## src/rtl/pal_cfg_loader.sv

```systemverilog
// rtl/pal_cfg_loader.sv - framed serial configuration loader for the PAL shift chain
//
// Hunts for SYNC in a serial bitstream, checks the 16-bit declared length
// against CFG_BITS, streams the payload into the PAL chain one bit per
// cfg_shift pulse while accumulating CRC-8 (poly 0x07, init 0x00), and
// issues cfg_apply only when the trailing CRC matches.
//
// Ports:
//   clk       in   clock, rising edge
//   res       in   asynchronous active-high reset
//   in_bit    in   serial frame bit (already synchronous to clk)
//   in_valid  in   one-cycle strobe qualifying in_bit
//   abort     in   synchronous return to HUNT, flags untouched
//   cfg_bit   out  bit presented to the PAL config chain
//   cfg_shift out  one-cycle shift pulse for the PAL chain
//   cfg_apply out  one-cycle pulse, PAL latches the shifted configuration
//   busy      out  high while in LEN, PAYLOAD or CRC
//   done      out  sticky, set by a good frame
//   err       out  sticky: 00 none, 01 bad length, 10 CRC mismatch, 11 timeout
module pal_cfg_loader #(
  parameter int         CFG_BITS = 256,
  parameter int         TIMEOUT  = 1023,
  parameter logic [7:0] SYNC     = 8'hA5
) (
  input  logic       clk,
  input  logic       res,
  input  logic       in_bit,
  input  logic       in_valid,
  input  logic       abort,
  output logic       cfg_bit,
  output logic       cfg_shift,
  output logic       cfg_apply,
  output logic       busy,
  output logic       done,
  output logic [1:0] err
);

  localparam int CW = $clog2(CFG_BITS + 1);
  localparam int IW = $clog2(TIMEOUT + 1);
  localparam logic [15:0]   CFG_LEN  = 16'(CFG_BITS);
  localparam logic [CW-1:0] LAST_IDX = CW'(CFG_BITS - 1);
  localparam logic [IW-1:0] IDLE_MAX = IW'(TIMEOUT);

  typedef enum logic [2:0] {S_HUNT, S_LEN, S_PAYLOAD, S_CRC, S_APPLY} state_t;

  state_t state, next_state;

  // Shift registers keep only the bits that are still needed: together with
  // the incoming bit they form the full 8/16/8-bit field for comparison.
  logic [6:0]    window,  window_nxt;
  logic [14:0]   len_sr,  len_nxt;
  logic [6:0]    rx_sr,   rx_nxt;
  logic [3:0]    fcnt,    fcnt_nxt;
  logic [CW-1:0] cnt,     cnt_nxt;
  logic [7:0]    crc,     crc_nxt;
  logic [IW-1:0] idle,    idle_nxt;

  logic       cfg_bit_nxt, cfg_shift_nxt, cfg_apply_nxt, busy_nxt, done_nxt;
  logic [1:0] err_nxt;

  logic [7:0]  win_shift;
  logic [15:0] len_shift;
  logic [7:0]  rx_shift;
  logic [7:0]  crc_step;
  logic        in_frame, timeout_hit;
  logic        sync_hit, len_last, pay_last, crc_last;

  assign win_shift = {window, in_bit};
  assign len_shift = {len_sr, in_bit};
  assign rx_shift  = {rx_sr, in_bit};
  assign crc_step  = {crc[6:0], 1'b0} ^ ((crc[7] ^ in_bit) ? 8'h07 : 8'h00);

  assign in_frame    = (state == S_LEN) || (state == S_PAYLOAD) || (state == S_CRC);
  assign timeout_hit = in_frame && (idle == IDLE_MAX);
  assign sync_hit    = in_valid && (win_shift == SYNC);
  assign len_last    = in_valid && (fcnt == 4'd15);
  assign pay_last    = in_valid && (cnt == LAST_IDX);
  assign crc_last    = in_valid && (fcnt == 4'd7);

  // State register
  always_ff @(posedge clk or posedge res) begin
    if (res) state <= S_HUNT;
    else     state <= next_state;
  end

  // Next-state logic; abort outranks the timeout, which outranks bit handling
  always_comb begin
    next_state = state;
    if (abort) begin
      next_state = S_HUNT;
    end else if (timeout_hit) begin
      next_state = S_HUNT;
    end else begin
      case (state)
        S_HUNT:    if (sync_hit) next_state = S_LEN;
        S_LEN:     if (len_last) next_state = (len_shift == CFG_LEN) ? S_PAYLOAD : S_HUNT;
        S_PAYLOAD: if (pay_last) next_state = S_CRC;
        S_CRC:     if (crc_last) next_state = (rx_shift == crc) ? S_APPLY : S_HUNT;
        S_APPLY:   next_state = S_HUNT;
        default:   next_state = S_HUNT;
      endcase
    end
  end

  // Next values of the datapath and of the registered outputs
  always_comb begin
    window_nxt    = window;
    len_nxt       = len_sr;
    rx_nxt        = rx_sr;
    fcnt_nxt      = fcnt;
    cnt_nxt       = cnt;
    crc_nxt       = crc;
    idle_nxt      = idle;
    cfg_bit_nxt   = cfg_bit;
    cfg_shift_nxt = 1'b0;
    done_nxt      = done;
    err_nxt       = err;
    cfg_apply_nxt = (next_state == S_APPLY);
    busy_nxt      = (next_state == S_LEN) || (next_state == S_PAYLOAD) || (next_state == S_CRC);

    if (abort) begin
      window_nxt = '0;
      idle_nxt   = '0;
    end else if (timeout_hit) begin
      err_nxt  = 2'b11;
      idle_nxt = '0;
    end else begin
      if (!busy_nxt || in_valid)  idle_nxt = '0;
      else if (idle != IDLE_MAX)  idle_nxt = idle + IW'(1);

      case (state)
        S_HUNT: begin
          if (in_valid) begin
            if (sync_hit) begin
              // Cleared window cannot re-match SYNC until a full new word arrives
              window_nxt = '0;
              fcnt_nxt   = '0;
              cnt_nxt    = '0;
              crc_nxt    = '0;
              done_nxt   = 1'b0;
              err_nxt    = 2'b00;
            end else begin
              window_nxt = win_shift[6:0];
            end
          end
        end
        S_LEN: begin
          if (in_valid) begin
            len_nxt  = len_shift[14:0];
            fcnt_nxt = fcnt + 4'd1;
            if (len_last && (len_shift != CFG_LEN)) err_nxt = 2'b01;
          end
        end
        S_PAYLOAD: begin
          if (in_valid) begin
            cfg_bit_nxt   = in_bit;
            cfg_shift_nxt = 1'b1;
            crc_nxt       = crc_step;
            cnt_nxt       = pay_last ? '0 : cnt + CW'(1);
          end
        end
        S_CRC: begin
          if (in_valid) begin
            rx_nxt = rx_shift[6:0];
            if (crc_last) begin
              fcnt_nxt = '0;
              if (rx_shift == crc) done_nxt = 1'b1;
              else                 err_nxt  = 2'b10;
            end else begin
              fcnt_nxt = fcnt + 4'd1;
            end
          end
        end
        default: ;
      endcase
    end
  end

  // Datapath and output registers
  always_ff @(posedge clk or posedge res) begin
    if (res) begin
      window    <= '0;
      len_sr    <= '0;
      rx_sr     <= '0;
      fcnt      <= '0;
      cnt       <= '0;
      crc       <= '0;
      idle      <= '0;
      cfg_bit   <= 1'b0;
      cfg_shift <= 1'b0;
      cfg_apply <= 1'b0;
      busy      <= 1'b0;
      done      <= 1'b0;
      err       <= 2'b00;
    end else begin
      window    <= window_nxt;
      len_sr    <= len_nxt;
      rx_sr     <= rx_nxt;
      fcnt      <= fcnt_nxt;
      cnt       <= cnt_nxt;
      crc       <= crc_nxt;
      idle      <= idle_nxt;
      cfg_bit   <= cfg_bit_nxt;
      cfg_shift <= cfg_shift_nxt;
      cfg_apply <= cfg_apply_nxt;
      busy      <= busy_nxt;
      done      <= done_nxt;
      err       <= err_nxt;
    end
  end

endmodule

```

## config.mk

```make
export PLATFORM = sky130hd
export DESIGN_NAME = pal_cfg_loader
export DESIGN_NICKNAME = d
export VERILOG_FILES = /design/src/rtl/pal_cfg_loader.sv
export SDC_FILE = /design/constraint.sdc
export NUM_CORES = 1
export LEC_CHECK = 0
export ABC_AREA = 0
export CAP_MARGIN = 40
export CORE_ASPECT_RATIO = 0.7
export CORE_MARGIN = 2
export CORE_UTILIZATION = 30
export CTS_CLUSTER_SIZE = 40
export DETAILED_ROUTE_END_ITERATION = 8
export GPL_TIMING_DRIVEN = 0
export PLACE_DENSITY_LB_ADDON = 0.3
export SETUP_SLACK_MARGIN = 0.05
export SKIP_CTS_REPAIR_TIMING = 1
export SLEW_MARGIN = 20
export SYNTH_ARGS = -nofsm -noshare
export SYNTH_HDL_FRONTEND = slang
export SYNTH_SLANG_ARGS = --single-unit
```

## constraint.sdc

```tcl
create_clock -name clk -period 4.09 [get_ports clk]
set_clock_uncertainty 0.2 [all_clocks]
set_input_delay 0.818 -clock clk [delete_from_list [all_inputs] [get_ports clk]]
set_output_delay 0.818 -clock clk [all_outputs]
set_load 0.01 [all_outputs]
```

**After elaboration in Yosys (flattened, before gate mapping)**

Cells that the tools add are included.

- Register bits after elaboration: 70
- Bits in latches: 0
- RAM bits: 0
- ROM bits: 0
- Bits of input ports: 5
- Output and inout bits: 7
- Word-level logic and storage cells: 133
- Memories: 0

- $add $sub $neg: 3
- Multipliers: 0
- Div/mod/pow operators: 0
- Magnitude comparators: 0
- Equal/unequal tests: 31
- Shift-type cells: 0
- Multiplexer cells: 53
- Bitwise operators: 4
- Reduce and logical (&&, ||, !) cells: 28

Operator list:

| operator | number |
|---|---|
| $mux W10 | 4 |
| $mux W9 | 4 |
| $mux W7 | 5 |
| $mux W3 | 8 |
| $mux W8 | 3 |
| $mux W4 | 5 |
| $mux W2 | 9 |
| $ne A3 B3 Y1 const B | 6 |
| $pmux W9 S2 | 1 |
| $eq A16 B9 Y1 const B | 1 |
| $ne A16 B9 Y1 const B | 1 |
| $pmux W8 S2 | 1 |
| $ne A2 B2 Y1 const B | 7 |
| $eq A3 B2 Y1 const B | 4 |
| $pmux W3 S4 | 1 |
| $pmux W4 S3 | 1 |
| $reduce_and A4 Y1 | 3 |
| $add A10 B1 Y10 const B | 1 |
| $eq A10 B10 Y1 const B | 1 |
| $ne A10 B10 Y1 const B | 1 |
| $add A9 B1 Y9 const B | 1 |
| $eq A9 B8 Y1 const B | 1 |
| $mux W1 | 9 |
| $reduce_and A9 Y1 | 1 |
| 25 further kinds | 40 |

**Depth between registers and ports, before layout**

- Depth in word-level cells: 14
- Mapped depth: 8

**Least setup slack after synthesis**

No wires, ideal clock.

- Path kind: input port to flip-flop
- Start point: in in_bit
- End point: reg cnt[6]
- Data arrival time: 2.332 ns
- Data required time: 3.780 ns
- Slack: 1.448 ns
- Cell stages on the path: 8
- Buffers on the path: 3
- Path through: buf_2 and4b_1 nand4_2 a211o_1 buf_6 or2_0 buf_2 o41ai_1

- Cells in the longest elaborated chain, start to end: 4

RTL lines:

| item | RTL line | text |
|---|---|---|
| start: declaration | 27 | `input logic in_bit,` |
| $eq A8 B8 Y1 | 75 | `assign sync_hit = in_valid && (win_shift == SYNC);` |
| $logic_and A1 B1 Y1 | 75 |  |
| $ne A2 B2 Y1 (no source line) | n/a |  |
| $reduce_and A6 Y1 (no source line) | n/a |  |
| end signal: assignment | 200 | `cnt <= cnt_nxt;` |
| end: declaration | 54 | `logic [CW-1:0] cnt, cnt_nxt;` |

Every way passes these cells.
A chain may end at the register's enable or synchronous reset.

**Final worst setup path**

- Start point: in in_valid
- End point: reg idle[5]

- Cells in the longest elaborated chain, start to end: 13

RTL lines:

| item | RTL line | text |
|---|---|---|
| start: declaration | 28 | `input logic in_valid,` |
| $logic_and A1 B1 Y1 (on tied branches) | n/a |  |
| $mux W3 (on tied branches) | n/a |  |
| $pmux W3 S4 | 94 | `case (state)` |
| $mux W3 | 91 | `end else if (timeout_hit) begin` |
| $mux W3 | 89 | `if (abort) begin` |
| $eq A3 B1 Y1 / $eq A3 B2 Y1 (equally long branches) | 119 | `busy_nxt = (next_state == S_LEN) \|\| (next_state == S_PAYLOAD) \|\| (next_state == S_CRC);` |
| $logic_or A1 B1 Y1 (2 in a row) | 119 |  |
| $logic_not A1 Y1 | 128 | `if (!busy_nxt \|\| in_valid) idle_nxt = '0;` |
| $logic_or A1 B1 Y1 (*) | 128 |  |
| $mux W10 | 128 |  |
| $mux W10 | 124 | `end else if (timeout_hit) begin` |
| $mux W10 | 121 | `if (abort) begin` |
| end signal: assignment | 202 | `idle <= idle_nxt;` |
| end: declaration | 56 | `logic [IW-1:0] idle, idle_nxt;` |

Mark *: on every way between the ends. The rest lies on a longest branch, timed or not.

==> run summary <==
RUN STATUS
-------------------------------------------------------------------------------------
Result of the run                                                        complete, no violations

POWER
-------------------------------------------------------------------------------------
Cell-internal power                                                          1.262 mW
Sw power                                                                    0.3477 mW
Overall power of the completed layout                                        1.610 mW
Sequential group share of total power                                           43.3%
Max rail drop VDD                                                           0.2240 mV
Switching Share                                                                21.59%
Power share of the combinational group                                           2.9%
Leakage Power                                                                1.803 nW
Pwr per Cell Area                                                        380.5 mW/mm²
Portion of total power attributed to the clock network                          53.8%

CLOCKING
-------------------------------------------------------------------------------------
CTS tree                                                                          yes
Number of buffers created by CTS                                                    9
Number of buffers between clock root and the deepest sink                           2
Clk Tree Root Cell                                                       sky130_fd_sc_hd__clkbuf_16
Number of clock sinks                                                              70
Clock-pin slew on the worst setup and hold paths                              0.06 ns
H-tree level count                                                                  3
Clock latency on the worst-skew pair                                          0.34 ns

CELLS AND AREA
-------------------------------------------------------------------------------------
Fin nets                                                                          381
Number of fill cells in the layout                                              1,143
Diodes inserted                                                                     0
Area overhead of the layout relative to synthesis                              18.17%
Proportion of layout cells with a drive suffix above 1                         19.84%

ROUTE
-------------------------------------------------------------------------------------
Number of detailed-route iterations in the first pass                               4
Via-to-Cell Ratio                                                               4.856
DRT antenna net count                                                               0
Total number of vias                                                            2,598
DRC violation count after routing                                                   0
Sum of routed wire length over all layers                                    7.566 mm
Count of routing violations after the opening detailed-route iteration            179
Wirelength per Cell                                                          14.14 µm

CRITICAL PATH
-------------------------------------------------------------------------------------
Worst EP arrival                                                              3.19 ns
Element type at the critical path end                                            flop
Critical Setup Path Class                                                primary input to flop
Required @ worst endpoint                                                     4.10 ns
Critical Path Source Type                                                primary input
Peak fanout along the critical path                                                10

TIMING
-------------------------------------------------------------------------------------
Post-Route Setup TNS                                                             0 ns
Worst slew margin relative to its limit                                        60.46%
Fin. Hold Viols                                                                     0
Final number of setup-violating endpoints                                           0
Worst slew pin tran                                                         0.5882 ns
Post-route minimum period                                                    3.180 ns
Share of the clock period used by the worst path                               77.76%
RSZ-0062 raised after global routing                                               no
Achievable clock frequency                                                  314.4 MHz
Number of pins with negative max-slew slack in the final report                     0

YOSYS
-------------------------------------------------------------------------------------
Predominant post-synthesis flop cell                                     sky130_fd_sc_hd__dfrtp_1
Async set-reset flop share out of synthesis                                    100.0%
Biggest area consumer among synthesized cells                            sky130_fd_sc_hd__dfrtp_1
Share of the synthesized area in the top cell type                             48.92%
Most area-consuming cells after synthesis                                sky130_fd_sc_hd__dfrtp_1 (49%), sky130_fd_sc_hd__mux2_2 (7.5%), sky130_fd_sc_hd__nand2_1 (4.1%)
Gate count of the mapped netlist                                                  350
Number of register bits inferred by synthesis                                      70
Post-synth EDFFs                                                                    0
Syn avg cell area                                                           10.23 µm²
Most numerous cell types in the synthesized netlist                      sky130_fd_sc_hd__dfrtp_1 (70), sky130_fd_sc_hd__nand2_1 (39), sky130_fd_sc_hd__nor2_1 (26)
Number of warnings issued by yosys                                                  0
Cell Area, Synth                                                         0.003581 mm²
Share of the yosys chip area belonging to registers                            48.92%
Synth unique cells                                                                 54
Synth Net Count                                                                   358
Library cell with the highest instance count after synthesis             sky130_fd_sc_hd__dfrtp_1

FLOORPLANNING
-------------------------------------------------------------------------------------
IO Count                                                                           12
Starting density of the core                                                   30.65%
Floorplan die width                                                          134.6 µm
Y dimension of the die                                                       95.41 µm
Number of placement rows                                                           33
Die footprint                                                             0.01284 mm²
Core Footprint                                                            0.01169 mm²

WORST HOLD PATH
-------------------------------------------------------------------------------------
Worst min-delay path class                                               flop to flop

FLOW RUN
-------------------------------------------------------------------------------------
Count of maximum capacitance violations                                             0

GRT
-------------------------------------------------------------------------------------
Largest net degree at the start of global routing                                  41
Congestion Overflow GR                                                              0
Vias in the first global route                                                  2,485
First-pass GRT wire length                                                   12.85 mm
Initial antenna violation count                                                     0
Total global routing track utilization                                         12.93%

PLACE
-------------------------------------------------------------------------------------
Number of port buffers                                                              9
Global placement routability congestion                                        0.7681
HPWL after detailed placement                                                5.298 mm

==> cells in the final DEF, fill, tap and decap left out, types with 2 or more instances in the layout <==
cell                              synthesis  routed
sky130_fd_sc_hd__dfrtp_1                 70      70
sky130_fd_sc_hd__nand2_1                 39      39
sky130_fd_sc_hd__nor2_1                  26      26
sky130_fd_sc_hd__mux2_2                  24      24
sky130_fd_sc_hd__o21ai_0                 21      21
sky130_fd_sc_hd__nand3_1                 20      20
sky130_fd_sc_hd__a21oi_1                 15      15
sky130_fd_sc_hd__xnor2_1                 10      10
sky130_fd_sc_hd__clkbuf_16                0       9
sky130_fd_sc_hd__clkdlybuf4s50_1          0       9
sky130_fd_sc_hd__clkbuf_1                 8       8
sky130_fd_sc_hd__nor3_2                   8       8
sky130_fd_sc_hd__nor4_1                   8       8
sky130_fd_sc_hd__inv_1                    8       7
sky130_fd_sc_hd__nand2b_1                 6       6
sky130_fd_sc_hd__o31ai_1                  6       6
sky130_fd_sc_hd__and3_1                   5       5
sky130_fd_sc_hd__xor2_1                   5       5
sky130_fd_sc_hd__buf_6                    4       4
sky130_fd_sc_hd__buf_2                    4       4
sky130_fd_sc_hd__nand4_1                  4       4
sky130_fd_sc_hd__o41ai_1                  4       4
sky130_fd_sc_hd__nor3_1                   4       4
sky130_fd_sc_hd__buf_4                    3       3
sky130_fd_sc_hd__nor4b_1                  3       3
sky130_fd_sc_hd__and2_1                   3       3
sky130_fd_sc_hd__a211oi_1                 3       3
sky130_fd_sc_hd__ha_1                     3       3
sky130_fd_sc_hd__o21bai_1                 2       2
sky130_fd_sc_hd__a22oi_1                  2       2
sky130_fd_sc_hd__nor3b_1                  2       2
sky130_fd_sc_hd__nand3_2                  2       2
sky130_fd_sc_hd__nand3b_1                 2       2
sky130_fd_sc_hd__or3_2                    2       2
sky130_fd_sc_hd__a211o_1                  2       2
sky130_fd_sc_hd__o22ai_1                  2       2
sky130_fd_sc_hd__bufinv_16                0       2
sky130_fd_sc_hd__clkinv_4                 0       2
==> area by class of cell <==
cell class,instances,area [µm²],share of cell area [%]
multi-input combinational,253,1682,39.74
sequential,70,1752,41.40
buffer,19,117.6,2.779
tap,157,196.4,4.642
clock buffer,10,239.0,5.648
inverter,8,32.53,0.7688
clock inverter,6,93.84,2.218
timing repair buffer,12,118.9,2.809
==> final timing paths <==
kind | from | to | slack, ns | cells after the start
max | in_valid | idle[5]$_DFFE_PP0P_ | 0.91 | 8
min | cnt[6]$_DFFE_PP0P_ | cnt[6]$_DFFE_PP0P_ | 0.30 | 1
max reg2reg | idle[0]$_DFFE_PP0P_ | cnt[6]$_DFFE_PP0P_ | 1.23 | 8
min reg2reg | cnt[6]$_DFFE_PP0P_ | cnt[6]$_DFFE_PP0P_ | 0.30 | 1
max in group asynchronous | res | window[4]$_DFFE_PP0P_ | 2.52 | 3
min in group asynchronous | res | rx_sr[0]$_DFFE_PP0P_ | 0.62 | 2
==> sequential cells by signal (all words and copies together), names as in the netlist <==
name	count
crc	8
cfg_apply	1
busy	1
window	7
state	3
cnt	9
done	1
cfg_shift	1
rx_sr	7
cfg_bit	1
idle	10
len_sr	15
err	2
fcnt	4
==> per-layer routing <==
metal,wire length [µm],vias to the layer above,global-route usage [%]
li1,-,1297,-
met5,0,-,0
met2,3132,30,18.71
met3,274,8,3.881
met4,88,0,3.947
met1,4070,1263,18.57
==> power groups by stage <==
stage | logic, mW | registers [mW] | clock network (mW)
4_1_cts | 0.0480 | 0.697 | 0.882
2_1_floorplan | 0.0291 | 0.709 | 0
3_3_place_gp | 0.0443 | 0.710 | 0
3_5_place_dp | 0.0475 | 0.709 | 0
5_1_grt | 0.0535 | 0.697 | 0.916
6_report | 0.0461 | 0.697 | 0.867
==> stage by stage <==
step | cell area (µm²) | hold WS, ns | instances | utilization, % | setup slack [ns]
after floorplan | 3581 | 0.2484 | 350 | - | 1.304
after global placement | 3867 | 0.2633 | 516 | 33.10 | 0.07693
after detailed placement | 3894 | 0.2845 | 518 | 33.32 | 0.5891
after CTS | 4227 | 0.2981 | 534 | 36.17 | 0.9127
after global routing | 4232 | 0.3192 | 535 | 36.21 | 0.6905
final | 4232 | 0.3000 | 535 | 36.21 | 0.9095
==> logic make-up (layout without fill, tap and decap cells) <==
group	count (synthesis)	after routing	share of synthesized area, %
and+or+nand+nor	147	147	23.34
DFF	70	70	48.92
AOI/OAI and AO/OA	63	63	11.08
buffers and inverters	27	55	4.123
muxes	25	25	7.827
xor gates and xnor gates	15	15	3.669
adders and majority gates	3	3	1.048
==> critical path: stages <==
cell	delay, ns
sky130_fd_sc_hd__clkdlybuf4s50_1	0.59
sky130_fd_sc_hd__clkbuf_1	0.40
sky130_fd_sc_hd__nand3_1	0.29
sky130_fd_sc_hd__o21ai_0	0.34
sky130_fd_sc_hd__nand3_2	0.11
sky130_fd_sc_hd__o31ai_2	0.36
sky130_fd_sc_hd__buf_6	0.22
sky130_fd_sc_hd__a211oi_2	0.06
No activity file was read; power rests on OpenSTA's default activity.
